[src/rtl/shift_sequencer_if.sv]
// Issue-side and writeback-side valid/ready handshakes of the multi-cycle shift unit.
interface shift_sequencer_if #(
  parameter int WIDTH   = 32,
  parameter int SHAMT_W = 5
);
  logic               in_valid;
  logic               in_ready;
  logic [1:0]         in_op;
  logic [WIDTH-1:0]   in_a;
  logic [SHAMT_W-1:0] in_shamt;
  logic               out_valid;
  logic               out_ready;
  logic [WIDTH-1:0]   out_result;

  modport master (
    output in_valid, in_op, in_a, in_shamt, out_ready,
    input  in_ready, out_valid, out_result
  );

  modport slave (
    input  in_valid, in_op, in_a, in_shamt, out_ready,
    output in_ready, out_valid, out_result
  );
endinterface

[src/rtl/shift_sequencer.sv]
// Multi-cycle SRL/SRA/SLL/ROR controller: one bit per cycle right shifts,
// with left shifts done as bit-reverse, shift right, bit-reverse.
module shift_sequencer #(
  parameter int WIDTH   = 32,
  parameter int SHAMT_W = 5
) (
  input  logic             clk,
  input  logic             rst,
  input  logic             kill,
  shift_sequencer_if.slave bus,
  output logic             busy
);

  typedef enum logic [2:0] {
    IDLE    = 3'd0,
    REV_IN  = 3'd1,
    SHIFT   = 3'd2,
    REV_OUT = 3'd3,
    DONE    = 3'd4
  } state_t;

  localparam logic [1:0] OP_SRL = 2'b00;
  localparam logic [1:0] OP_SRA = 2'b01;
  localparam logic [1:0] OP_SLL = 2'b10;
  localparam logic [1:0] OP_ROR = 2'b11;

  localparam logic [SHAMT_W-1:0] CNT_ZERO = {SHAMT_W{1'b0}};
  localparam logic [SHAMT_W-1:0] CNT_ONE  = {{(SHAMT_W-1){1'b0}}, 1'b1};

  state_t             state_r;
  logic [WIDTH-1:0]   data_r;
  logic [SHAMT_W-1:0] cnt_r;
  logic [1:0]         op_r;
  logic               fill_s;
  logic               in_ready_s;

  function automatic logic [WIDTH-1:0] bit_reverse(input logic [WIDTH-1:0] v);
    logic [WIDTH-1:0] r;
    for (int i = 0; i < WIDTH; i++) begin
      r[i] = v[WIDTH-1-i];
    end
    return r;
  endfunction

  // Bit shifted in at the top for the operation in flight.
  always_comb begin
    fill_s = 1'b0;
    case (op_r)
      OP_SRA:  fill_s = data_r[WIDTH-1];
      OP_ROR:  fill_s = data_r[0];
      OP_SRL:  fill_s = 1'b0;
      default: fill_s = 1'b0;
    endcase
  end

  assign in_ready_s     = (state_r == IDLE) && !rst && !kill;
  assign bus.in_ready   = in_ready_s;
  assign bus.out_valid  = (state_r == DONE);
  assign bus.out_result = data_r;
  assign busy           = (state_r != IDLE);

  // Sequencer state, operand register and remaining-shift counter.
  always_ff @(posedge clk) begin
    if (rst) begin
      state_r <= IDLE;
      data_r  <= {WIDTH{1'b0}};
      cnt_r   <= CNT_ZERO;
      op_r    <= OP_SRL;
    end else if (kill) begin
      // Flush drops the operation but leaves the datapath contents as they are.
      state_r <= IDLE;
    end else begin
      case (state_r)
        IDLE: begin
          if (bus.in_valid && in_ready_s) begin
            data_r <= bus.in_a;
            cnt_r  <= bus.in_shamt;
            op_r   <= bus.in_op;
            if (bus.in_op == OP_SLL) begin
              state_r <= REV_IN;
            end else if (bus.in_shamt == CNT_ZERO) begin
              state_r <= DONE;
            end else begin
              state_r <= SHIFT;
            end
          end
        end
        REV_IN: begin
          data_r  <= bit_reverse(data_r);
          state_r <= (cnt_r == CNT_ZERO) ? REV_OUT : SHIFT;
        end
        SHIFT: begin
          data_r <= {fill_s, data_r[WIDTH-1:1]};
          cnt_r  <= cnt_r - CNT_ONE;
          if (cnt_r == CNT_ONE) begin
            state_r <= (op_r == OP_SLL) ? REV_OUT : DONE;
          end
        end
        REV_OUT: begin
          data_r  <= bit_reverse(data_r);
          state_r <= DONE;
        end
        DONE: begin
          if (bus.out_ready) begin
            state_r <= IDLE;
          end
        end
        default: state_r <= IDLE;
      endcase
    end
  end

endmodule

[src/flat_wrapper.sv]
// flat-port wrapper written by rule: the top's interface ports become plain ports
module shift_sequencer_flat 
#(
  parameter int WIDTH   = 32,
  parameter int SHAMT_W = 5
)
  (clk, rst, kill, busy, bus_in_valid, bus_in_op, bus_in_a, bus_in_shamt, bus_out_ready, bus_in_ready, bus_out_valid, bus_out_result);
  shift_sequencer_if #(.WIDTH(WIDTH), .SHAMT_W(SHAMT_W)) bus_i ();
  input  logic clk;
  input  logic rst;
  input  logic kill;
  output logic busy;
  input wire logic [$bits(bus_i.in_valid)-1:0] bus_in_valid;
  input wire logic [$bits(bus_i.in_op)-1:0] bus_in_op;
  input wire logic [$bits(bus_i.in_a)-1:0] bus_in_a;
  input wire logic [$bits(bus_i.in_shamt)-1:0] bus_in_shamt;
  input wire logic [$bits(bus_i.out_ready)-1:0] bus_out_ready;
  output wire logic [$bits(bus_i.in_ready)-1:0] bus_in_ready;
  output wire logic [$bits(bus_i.out_valid)-1:0] bus_out_valid;
  output wire logic [$bits(bus_i.out_result)-1:0] bus_out_result;
  assign bus_i.in_valid = bus_in_valid;
  assign bus_i.in_op = bus_in_op;
  assign bus_i.in_a = bus_in_a;
  assign bus_i.in_shamt = bus_in_shamt;
  assign bus_i.out_ready = bus_out_ready;
  assign bus_in_ready = bus_i.in_ready;
  assign bus_out_valid = bus_i.out_valid;
  assign bus_out_result = bus_i.out_result;
  shift_sequencer #(.WIDTH(WIDTH), .SHAMT_W(SHAMT_W)) u_core (.clk(clk), .rst(rst), .kill(kill), .bus(bus_i), .busy(busy));
endmodule
[config.mk]
export PLATFORM = sky130hd
export DESIGN_NAME = shift_sequencer_flat
export DESIGN_NICKNAME = d
export VERILOG_FILES = /design/src/rtl/shift_sequencer_if.sv /design/src/rtl/shift_sequencer.sv /design/src/flat_wrapper.sv
export SDC_FILE = /design/constraint.sdc
export NUM_CORES = 1
export LEC_CHECK = 0
export CORE_ASPECT_RATIO = 0.5
export CORE_MARGIN = 2
export CORE_UTILIZATION = 49
export CTS_CLUSTER_DIAMETER = 50
export DETAILED_ROUTE_END_ITERATION = 6
export PLACE_DENSITY = 0.86
export SLEW_MARGIN = 10
export SYNTH_ARGS = -nofsm -noshare
export SYNTH_HDL_FRONTEND = slang
export SYNTH_SLANG_ARGS = --single-unit
export TNS_END_PERCENT = 10
[constraint.sdc]
create_clock -name clk -period 2.8 [get_ports clk]
set_clock_uncertainty 0.1 [all_clocks]
set_input_delay 0.56 -clock clk [delete_from_list [all_inputs] [get_ports clk]]
set_output_delay 0.56 -clock clk [all_outputs]
set_load 0.03 [all_outputs]
# == Word-level counts from Yosys, hierarchy flattened ==
# Index checks and enable logic that the tools add are counted.
# op_classes
n_reduce_logical,18
mux,13
bitwise_logic,1
n_eq_ne,13
add_sub_neg,1
# ops
operator,n
$pmux W32 S3,1
$mux W32,1
$mux W3,6
$pmux W3 S5,1
$reduce_and A3 Y1,4
$logic_not A5 Y1,2
$pmux W5 S2,1
$eq A2 B2 Y1 const B,3
$eq A3 B2 Y1 const B,2
$ne A2 B2 Y1 const B,3
$reduce_bool A3 Y1,2
$eq A5 B1 Y1 const B,1
$mux W5,1
$sub A5 B1 Y5 const B,1
$reduce_and A4 Y1,1
$reduce_or A2 Y1,2
$eq A3 B1 Y1 const B,1
$eq A3 B3 Y1 const B,1
$logic_and A1 B1 Y1,3
$logic_not A3 Y1,1
$eq A2 B1 Y1 const B,1
$logic_not A1 Y1,2
$ne A2 B1 Y1 const B,1
$pmux W1 S2,1
other kinds (3),3
# word_totals
register_bits,42
in_bits,44
elab_cells,51
out_inout_bits,35

# == Logic depth before layout (Yosys ltp) ==
# depth
ltp_word,6
ltp_mapped,7

# == Least setup slack after synthesis ==
# OpenSTA, ideal clock, no wires.
# synth_timing
path_kind,register to output
start,register u_core.state_r[2]
end,output bus_in_ready
path_stages_with_launch,5
path_buffers,1
required_ns,2.140
arrival_ns,1.705
path_slack_ns,0.435
cell_sequence,dfxtp_1 -> buf_2 -> nor3_1 -> inv_1 -> nor3_1
# synth_between
elab_chain_len,3
# synth_rtl
element,line,rtl
from (decl),shift_sequencer.sv:30,state_t state_r;
from (signal assigned),shift_sequencer.sv:90,state_r <= (cnt_r == CNT_ZERO) ? REV_OUT : SHIFT;
from (signal assigned),shift_sequencer.sv:96,state_r <= (op_r == OP_SLL) ? REV_OUT : DONE;
$logic_not A3 Y1,shift_sequencer.sv:56,assign in_ready_s = (state_r == IDLE) && !rst && !kill;
$logic_and A1 B1 Y1 (2 in series),shift_sequencer.sv:56,
to (decl),flat_wrapper.sv:18,output wire logic [$bits(bus_i.in_ready)-1:0] bus_in_ready;
# No other way between the ends.

# == Worst setup path in the final report ==
# layout_timing
start,register u_core.state_r[0]
end,output bus_out_valid
# layout_between
elab_chain_len,1
# layout_rtl
element,line,rtl
$eq A3 B3 Y1,shift_sequencer.sv:58,assign bus.out_valid = (state_r == DONE);
to (decl),flat_wrapper.sv:19,output wire logic [$bits(bus_i.out_valid)-1:0] bus_out_valid;
# No other way between the ends.

==> flow_metrics.tcl <==
set metrics [dict create \
    status "complete, no violations" \
    dpl.hpwl_um 4152 \
    cpPeakStageDelay_ps 660 \
    synthAdderAreaFrac 0.01666 \
    die_area_um2 5190 \
    worstHoldStart "u_core.cnt_r[1]" \
    hold_depth 2 \
    postCtsHoldBufs 0 \
    nNetsFinal 385 \
    drt_iter0_drc 176 \
    area_growth_pct 39.48 \
    critPathCaptureType "output port" \
    max-slew-margin-rel 0.6109 \
    drc 0 \
    synth_seq_cells 42 \
    grt_max_degree 65 \
    die_w_um 99.91 \
    timing.rr.start "u_core.state_r[0]" \
    yosysWarnings 0 \
    vias 2299 \
    layout_min_cycle_time_ps 2537 \
    synth_cells 269 \
    io_buffers 78 \
    max-vdd-ir-drop_v 0.0002878 \
    hold_viol_final 0 \
    ys_seq_area_frac 0.3731 \
    cp_max_fo 9 \
    report.final.slew_viol_count 0 \
    core_um2 4403 \
    syn_nets 316 \
    path_buf_inv 2 \
    hold_ws_ps 414.5 \
    cp_data_required_time_ps 2140 \
    maxCapViolCount 0 \
    startpoint "u_core.state_r[0]" \
    viasPerCell 5.806 \
    crit_type "register to output port" \
    min_path_type "register to register" \
    syn_area_per_cell_um2 8.377 \
    path_delay_family "buffers and inverters" \
    clockBufferDepth 2 \
    rsz0062_at_grt "false" \
    routed_wl_um 5919 \
    antenna_found_initial 0 \
    drt-wirelength-per-cell_um 14.95 \
    syn-cell-area_um2 2253 \
    numCtsBuffers 5 \
    finalSetupViolCount 0 \
    post_cts_buffers 0 \
    cpMaxStageDelayCell "clkdlybuf4s50_1" \
    track_usage 0.2366 \
    postRouteAntennaNets 0 \
    synthSimpleGateAreaFrac 0.2021 \
    final_cell_mix "clkdlybuf4s50_1 (77), dfxtp_1 (42), nor2_1 (37), nand2_1 (35), a311oi_1 (33)" \
    htreeDepth 2 \
    power.total_mw 1.544 \
    die_y_um 51.95 \
    synth_top_area_frac 0.3731 \
    synth_xor_area_frac 0 \
    grt_pass1_wl_um 9742 \
    clock-root-buffer "clkbuf_8" \
    worstSetupStartpointType "register" \
    power_density_nw_per_um2 491.2 \
    grt_pass1_vias 2165 \
    synth_top_flop_cell "dfxtp_1" \
    layout-drive-gt1-share 0.07375 \
    fin_crit_sh 0.9060 \
    pin_count 79 \
    ys_types 39 \
    p_leak_nw 1.092 \
    tightest_slew_ps 583.6 \
    ys_top_cells_by_area "dfxtp_1 (37%), a311oi_1 (13%), a22oi_1 (10%)" \
    path_clk_slew_ps 80 \
    start_util 0.5118 \
    layout.cells.most_common "clkdlybuf4s50_1" \
    clock.fmax_ghz 0.3942 \
    arrival_ps 1880 \
    clk_latency_ps 290 \
    reg2reg_depth 4 \
    n_antenna_cell 0 \
    place.gp.congestion 0.8409 \
    drtPass1Iterations 4 \
    synth_compound_gate_area_share 0.3209 \
    finalSetupTns_ps 0 \
    cts_num_sinks 42 \
    placementRows 17 \
    synth_top_family_by_area "compound AO/OA/AOI/OAI gates" \
    synth_edf_count 0 \
    synth_area_leader_cell "dfxtp_1" \
    crit_chain "nor2_1 -> nand2_1 -> inv_1 -> clkdlybuf4s50_1" \
    post_cts_resized 0 \
    cp_num_cells 4 \
    grt_remaining_overflow 0 \
    cts_tree "built" \
    synthMuxAreaShare 0.01777 \
    postSynth.asyncResetShare 0 \
]
==> state kept, by name (all words and copies together), names as in the netlist <==
| register | count |
|---|---|
| u_core.cnt_r | 5 |
| u_core.state_r | 3 |
| u_core.bus.out_result | 32 |
| u_core.op_r | 2 |
==> power breakdown <==
part           leakage [nW]  internal, mW  switching, mW  total [mW]
clock                0.0482         0.199          0.201       0.400
combinational         0.700         0.206          0.242       0.448
sequential            0.344         0.645         0.0512       0.696
total                  1.09          1.05          0.494        1.54
==> per-layer routing <==
layer | vias up | share of wire | global-route usage
li1 | 1148 | - | -
met1 | 1082 | 0.46 | 0.3053
met2 | 58 | 0.48 | 0.4065
met3 | 11 | 0.040 | 0.04973
met4 | 0 | 0.015 | 0.06849
met5 | - | 0 | 0
==> worst register-to-register path, stage by stage (launching register included) <==
cell,delay (ps)
dfxtp_1,570
nor2b_2,410
buf_4,360
a22oi_1,160
a311oi_1,320
==> cell type report <==
cell class | instances | area [um2]
Fill cell | 340 | 1260
Multi-Input combinational cell | 196 | 1259
Timing Repair Buffer | 87 | 858.3
Sequential cell | 42 | 840.8
Clock buffer | 7 | 86.33
Tap cell | 57 | 71.32
Inverter | 6 | 22.52
Clock inverter | 1 | 5.005
==> worst paths after layout <==
check / endpoint / slack, ps
setup / recovery: bus_out_valid / 260
setup reg to reg: u_core.bus.out_result[6] / 800
hold reg to reg: u_core.cnt_r[1] / 410
hold / removal: u_core.cnt_r[1] / 410
==> logic make-up after synthesis <==
logic type,after synthesis
flops,42
fa+ha+maj,3
buf+inv,31
compound gates,91
mux,4
simple gates,98
==> cells in the mapped netlist (all sizes together) (5+ instances only) <==
| cell type | number |
|---|---|
| o21ai | 6 |
| dfxtp | 42 |
| nor2 | 38 |
| clkbuf | 11 |
| a21oi | 8 |
| inv | 6 |
| buf | 14 |
| nand2b | 5 |
| a22oi | 30 |
| nand2 | 35 |
| a311oi | 33 |
==> per-stage QoR <==
stage	std cells	cell area [um2]	worst slack (ps)	utilization
floorplan	269	2253	434.9	-
global placement	388	3052	434.6	0.6931
detailed placement	388	3052	359.5	0.6931
CTS	396	3143	261.1	0.7138
global route	396	3143	159.6	0.7138
finish	396	3143	263.3	0.7138
No activity file was read; power rests on OpenSTA's default activity.
